### config.mk
export PLATFORM = sky130hd
export DESIGN_NAME = fb_fill_writer
export DESIGN_NICKNAME = d
export VERILOG_FILES = /design/src/rtl/fb_fill_writer.sv
export SDC_FILE = /design/constraint.sdc
export NUM_CORES = 1
export LEC_CHECK = 0
export ABC_CLOCK_PERIOD_IN_PS = 4900
export CORE_UTILIZATION = 40
export CTS_CLUSTER_DIAMETER = 80
export DETAILED_ROUTE_END_ITERATION = 8
export PLACE_DENSITY = 0.59
export RECOVER_POWER = 50
export SYNTH_ARGS = -nofsm -noshare
export SYNTH_HDL_FRONTEND = slang
export SYNTH_SLANG_ARGS = --single-unit
### constraint.sdc
create_clock -name clk -period 4.9 [get_ports clk]
set_input_delay 0.98 -clock clk [delete_from_list [all_inputs] [get_ports clk]]
set_output_delay 0.98 -clock clk [all_outputs]
set_load 0.02 [all_outputs]
### src/rtl/fb_fill_writer.sv
// Rectangle-fill write engine for the pixel frame buffer.
// Accepts (x, y, w, h, color) commands over valid/ready, clips them to the
// frame and writes one byte-wide pixel per clock through the BRAM port.
// Ports:
//   clk, resetn                      clock, async active-low reset
//   cmd_valid/cmd_ready              command handshake
//   cmd_x/y/w/h, cmd_color           rectangle and {R,G,B} pixel value
//   busy, done                       command in progress / 1-cycle finish pulse
//   buffer_addr/din/en/rst/we        BRAM write port (byte address = pixel index)
module fb_fill_writer #(
  parameter int unsigned FB_WIDTH         = 400,
  parameter int unsigned FB_HEIGHT        = 300,
  parameter int unsigned X_BITS           = 9,
  parameter int unsigned Y_BITS           = 9,
  parameter int unsigned BUFFER_ADDR_BITS = 17,
  parameter int unsigned CHANNEL_BITS     = 2
) (
  input  logic                      clk,
  input  logic                      resetn,
  input  logic                      cmd_valid,
  output logic                      cmd_ready,
  input  logic [X_BITS-1:0]         cmd_x,
  input  logic [Y_BITS-1:0]         cmd_y,
  input  logic [X_BITS-1:0]         cmd_w,
  input  logic [Y_BITS-1:0]         cmd_h,
  input  logic [3*CHANNEL_BITS-1:0] cmd_color,
  output logic                      busy,
  output logic                      done,
  output logic [31:0]               buffer_addr,
  output logic [31:0]               buffer_din,
  output logic                      buffer_en,
  output logic                      buffer_rst,
  output logic [3:0]                buffer_we
);

  localparam int unsigned AW = BUFFER_ADDR_BITS;
  localparam int unsigned CW = 3 * CHANNEL_BITS;

  localparam logic [X_BITS:0] FBW_X = (X_BITS + 1)'(FB_WIDTH);
  localparam logic [Y_BITS:0] FBH_Y = (Y_BITS + 1)'(FB_HEIGHT);
  localparam logic [AW-1:0]   FBW_A = AW'(FB_WIDTH);

  localparam logic [1:0] S_IDLE = 2'd0;
  localparam logic [1:0] S_CLIP = 2'd1;
  localparam logic [1:0] S_FILL = 2'd2;
  localparam logic [1:0] S_DONE = 2'd3;

  logic [1:0]        state_q, state_d;
  logic [X_BITS-1:0] x_q, x_d, w_q, w_d;
  logic [Y_BITS-1:0] y_q, y_d, h_q, h_d;
  logic [CW-1:0]     color_q, color_d;
  logic [X_BITS:0]   col_q, col_d;
  logic [Y_BITS:0]   row_q, row_d;
  logic [AW-1:0]     row_base_q, row_base_d;
  logic [AW-1:0]     addr_q, addr_d;
  logic [31:0]       din_d;
  logic [3:0]        we_d;
  logic              en_d, ready_d, busy_d, done_d;

  logic [X_BITS:0]   x_sum_c, x_end_c;
  logic [Y_BITS:0]   y_sum_c, y_end_c;
  logic [AW-1:0]     row_base_c;
  logic              empty_c, row_end_c, last_c;

  // Clip window: sums carry one extra bit so x+w / y+h never wrap.
  always_comb begin
    x_sum_c    = {1'b0, x_q} + {1'b0, w_q};
    y_sum_c    = {1'b0, y_q} + {1'b0, h_q};
    x_end_c    = (x_sum_c > FBW_X) ? FBW_X : x_sum_c;
    y_end_c    = (y_sum_c > FBH_Y) ? FBH_Y : y_sum_c;
    empty_c    = ({1'b0, x_q} >= FBW_X) || ({1'b0, y_q} >= FBH_Y) ||
                 (w_q == '0) || (h_q == '0);
    row_base_c = AW'(y_q) * FBW_A;
    row_end_c  = (col_q + 1'b1) == x_end_c;
    last_c     = row_end_c && ((row_q + 1'b1) == y_end_c);
  end

  // Next-state and next-output logic.
  always_comb begin
    state_d    = state_q;
    x_d        = x_q;
    y_d        = y_q;
    w_d        = w_q;
    h_d        = h_q;
    color_d    = color_q;
    col_d      = col_q;
    row_d      = row_q;
    row_base_d = row_base_q;
    addr_d     = addr_q;
    din_d      = buffer_din;
    en_d       = 1'b0;

    case (state_q)
      S_IDLE: begin
        if (cmd_valid && cmd_ready) begin
          x_d     = cmd_x;
          y_d     = cmd_y;
          w_d     = cmd_w;
          h_d     = cmd_h;
          color_d = cmd_color;
          state_d = S_CLIP;
        end
      end
      S_CLIP: begin
        if (empty_c) begin
          state_d = S_DONE;
        end else begin
          state_d    = S_FILL;
          col_d      = {1'b0, x_q};
          row_d      = {1'b0, y_q};
          row_base_d = row_base_c;
          addr_d     = row_base_c + AW'(x_q);
          din_d      = {4{8'(color_q)}};
          en_d       = 1'b1;
        end
      end
      S_FILL: begin
        if (last_c) begin
          state_d = S_DONE;
        end else if (row_end_c) begin
          // Wrap to the next row; the row base only ever advances by addition.
          col_d      = {1'b0, x_q};
          row_d      = row_q + 1'b1;
          row_base_d = row_base_q + FBW_A;
          addr_d     = row_base_q + FBW_A + AW'(x_q);
          en_d       = 1'b1;
        end else begin
          col_d  = col_q + 1'b1;
          addr_d = addr_q + 1'b1;
          en_d   = 1'b1;
        end
      end
      S_DONE:  state_d = S_IDLE;
      default: state_d = S_IDLE;
    endcase

    // One byte lane per pixel, selected by the low address bits.
    we_d    = en_d ? 4'(4'b0001 << addr_d[1:0]) : 4'b0000;
    ready_d = (state_d == S_IDLE);
    busy_d  = (state_d != S_IDLE);
    done_d  = (state_d == S_DONE);
  end

  // State and registered outputs.
  always_ff @(posedge clk or negedge resetn) begin
    if (!resetn) begin
      state_q    <= S_IDLE;
      x_q        <= '0;
      y_q        <= '0;
      w_q        <= '0;
      h_q        <= '0;
      color_q    <= '0;
      col_q      <= '0;
      row_q      <= '0;
      row_base_q <= '0;
      addr_q     <= '0;
      buffer_din <= '0;
      buffer_en  <= 1'b0;
      buffer_we  <= 4'b0000;
      cmd_ready  <= 1'b1;
      busy       <= 1'b0;
      done       <= 1'b0;
    end else begin
      state_q    <= state_d;
      x_q        <= x_d;
      y_q        <= y_d;
      w_q        <= w_d;
      h_q        <= h_d;
      color_q    <= color_d;
      col_q      <= col_d;
      row_q      <= row_d;
      row_base_q <= row_base_d;
      addr_q     <= addr_d;
      buffer_din <= din_d;
      buffer_en  <= en_d;
      buffer_we  <= we_d;
      cmd_ready  <= ready_d;
      busy       <= busy_d;
      done       <= done_d;
    end
  end

  assign buffer_addr = 32'(addr_q);
  assign buffer_rst  = 1'b0;

endmodule

==> results.yml <==
synthesis:
  ys_seq_elements: 108
  syn_area_sq_um: 8860
  syn_inst: 962
  yosysSeqAreaShare_pct: 30.5
  synth_cell_type_count: 90
  yosysWarningCount: 0
  ys.flop_type: "dfrtp_1"
  async_flop_share_pct: 100
  syn_area_per_cell_sq_um: 9.21
  synth_edf_count: 0
floorplanning:
  start_util_pct: 40.7
  num_rows: 54
  die_w_um: 151
  ios: 118
  die_area_sq_um: 22700
  core_area_sq_um: 21800
  die_h_um: 151
clock_tree:
  ctsHoldBuffers: 0
  path_clk_slew_ns: 0.08
  cts_tree: "built"
  clkSinkCount: 108
  clock_path_buffers: 2
  root_buffer: "clkbuf_16"
  htree_num_levels: 3
  insertion_delay_ns: 0.36
  cts_setup_buffers: 0
  cts_made_buffers: 9
  cts.repair.resized: 0
global_route:
  grt_pass1_vias: 6634
  track_usage_pct: 19.8
  grt_pass1_wl_mm: 35.0
  antenna_found_initial: 0
  grt_max_degree: 51
  globalRouteOverflowTotal: 0
layout:
  antennaDiodeCount: 0
  area_delta_synth_final_pct: 14.8
  drive_gt1_share_pct: 11.4
  fin_nets: 1157
  instances_no_fill: 1319
  final_common_cell: "dfrtp_1"
  final_cell_mix: "dfrtp_1 (107), ha_1 (71), nand2_1 (70), clkdlybuf4s50_1 (69)"
  final_area_sq_um: 10200
  final_util_pct: 46.8
timing:
  rsz0062_at_grt: "no"
  clock_skew_ns: 0.0113
  setup_violations: 0
  max_freq_ghz: 0.232
  tightest_slew_ns: 1.80
  hold_viol_final: 0
  period_share_pct: 88.0
  min_period_ns: 4.31
  max_slew_margin_pct: -20.0
  tns_ns: 0
  slew_viol_final: 62
detailed_routing:
  via_count: 7081
  routed_via_density: 5.37
  drc: 0
  drt_pass1_iterations: 5
  detail-route-antenna-nets: 0
  routed_wl_mm: 21.9
  first_iter_violations: 490
  avgRoutedWirePerCell_um: 16.6
setup_path:
  reg2reg_from: "x_q[0]$_DFFE_PN0P_"
  arrival_ns: 4.58
  reg2reg_slack_ns: 0.59
  r2r_cells: 15
  worstPathRequired_ns: 5.17
  slowest_stage: "or4_1"
  slowest_delay_ns: 0.52
  r2r_end: "buffer_we[1]$_DFF_PN0_"
  critPathLaunchType: "flop"
  path_max_fanout: 22
  worst_setup_path_end_kind: "flop"
  cp_cell_sequence: "ha_1 > inv_1 > fa_1 > nand2b_1 > a211oi_1 > mux2_2 > and2_1 > or4_1 > o311ai_0 > a311oi_2 > or2_1 > buf_4 > o31a_4 > o221ai_4 > nor3b_2"
  critical_path_class: "reg2reg"
placement:
  io_buffers: 93
  dp.cells: 1303
  dp_hpwl_mm: 16.6
  dpl_cell_area_sq_um: 9900
  gp_congestion: 0.885
min_path:
  worstHoldEndpoint: "color_q[3]$_DFFE_PN0P_"
  hold_depth: 1
  hold_path.class: "reg2reg"
  min_from: "color_q[3]$_DFFE_PN0P_"
status:
  outcome: "finished, violations left"
  violations: "capacitance limit, slew limit"
run:
  maxCapViolations: 2
kinds of logic (layout without fill, tap and decap cells):
group | count (synthesis) | after routing | synth area share [%]
AOI/OAI and AO/OA | 236 | 236 | 18.6
xor gates and xnor gates | 85 | 85 | 8.57
adders and majority gates | 78 | 78 | 11.6
buffers and inverters | 133 | 187 | 7.95
DFF | 108 | 108 | 30.5
muxes | 64 | 64 | 7.94
other | 1 | 24 | 0.0423
and+or+nand+nor | 257 | 257 | 14.8
cell type report:
type                            count  area (sq um)
Tap cell                          280           350
Sequential cell                   108          2700
Clock buffer                       10           239
Multi-Input combinational cell    744          5540
Timing Repair Buffer              111          1070
Fill cell                        2090         11600
Clock inverter                      6          45.0
Inverter                           60           225
critical path: cells and delay by family, from the launching register on:
| kind | cells | cell delay, ns |
|---|---|---|
| multiplexers | 1 | 0.38 |
| AO/OA/AOI/OAI | 5 | 1.13 |
| buffers and inverters | 2 | 0.30 |
| adder cells (fa/ha/maj) | 2 | 0.64 |
| AND/OR/NAND/NOR | 5 | 1.36 |
| flip-flops | 1 | 0.41 |
registers in the layout, indices dropped and copies added, names as in the netlist:
signal / count
y_q: 9
buffer_en: 1
done: 1
busy: 1
state_q: 2
col_q: 10
buffer_din: 6
addr_q: 17
cmd_ready: 1
h_q: 9
row_q: 10
color_q: 6
x_q: 9
buffer_we: 4
row_base_q: 13
w_q: 9
layer usage:
layer	vias up	global-route usage (%)	share of wire, %
met5	-	0	0
met4	0	4.30	1.6
met3	21	3.04	4.2
met2	161	32.2	48
met1	3372	27.5	46
li1	3527	-	-
cell usage after synthesis (7+ instances only):
library cell | n | share of area, %
a21o_1 | 14 | 1.2
a21oi_1 | 58 | 3.3
a22oi_1 | 15 | 1.3
and3_1 | 11 | 0.78
buf_2 | 8 | 0.45
buf_4 | 44 | 3.7
clkbuf_1 | 14 | 0.59
dfrtp_1 | 107 | 30
fa_1 | 7 | 1.6
ha_1 | 71 | 10
inv_1 | 58 | 2.5
mux2_2 | 50 | 6.4
mux2i_1 | 14 | 1.6
nand2_1 | 70 | 3.0
nand2b_1 | 7 | 0.49
nand3_1 | 35 | 2.0
nor2_1 | 51 | 2.2
nor2b_1 | 8 | 0.56
nor3_1 | 19 | 1.1
o21a_1 | 7 | 0.59
o21ai_0 | 43 | 2.4
o21ai_1 | 20 | 1.1
xnor2_1 | 48 | 4.7
xor2_1 | 36 | 3.6
metrics by stage:
| stage | hold WS (ns) | setup WS [ns] |
|---|---|---|
| 6_report | 0.505 | 0.590 |
| 4_1_cts | 0.507 | 0.631 |
| 2_1_floorplan | 0.467 | 0.996 |
| 3_5_place_dp | 0.488 | 0.655 |
| 3_3_place_gp | 0.482 | 0.730 |
| 5_1_grt | 0.520 | 0.359 |
worst max path at each step:
stage	from	to	slack, ns
3_3_place_gp	x_q[0]$_DFFE_PN0P_	buffer_we[1]$_DFF_PN0_	0.73
5_1_grt	x_q[0]$_DFFE_PN0P_	buffer_we[1]$_DFF_PN0_	0.36
3_5_place_dp	x_q[0]$_DFFE_PN0P_	buffer_we[1]$_DFF_PN0_	0.66
2_1_floorplan	x_q[0]$_DFFE_PN0P_	row_base_q[4]$_DFFE_PN0P_	1.0
4_1_cts	x_q[0]$_DFFE_PN0P_	buffer_we[1]$_DFF_PN0_	0.63
6_report	x_q[0]$_DFFE_PN0P_	buffer_we[1]$_DFF_PN0_	0.59
Power is not shown: default switching activity piles up to over one toggle a cycle in this logic, so the estimate is an artifact.
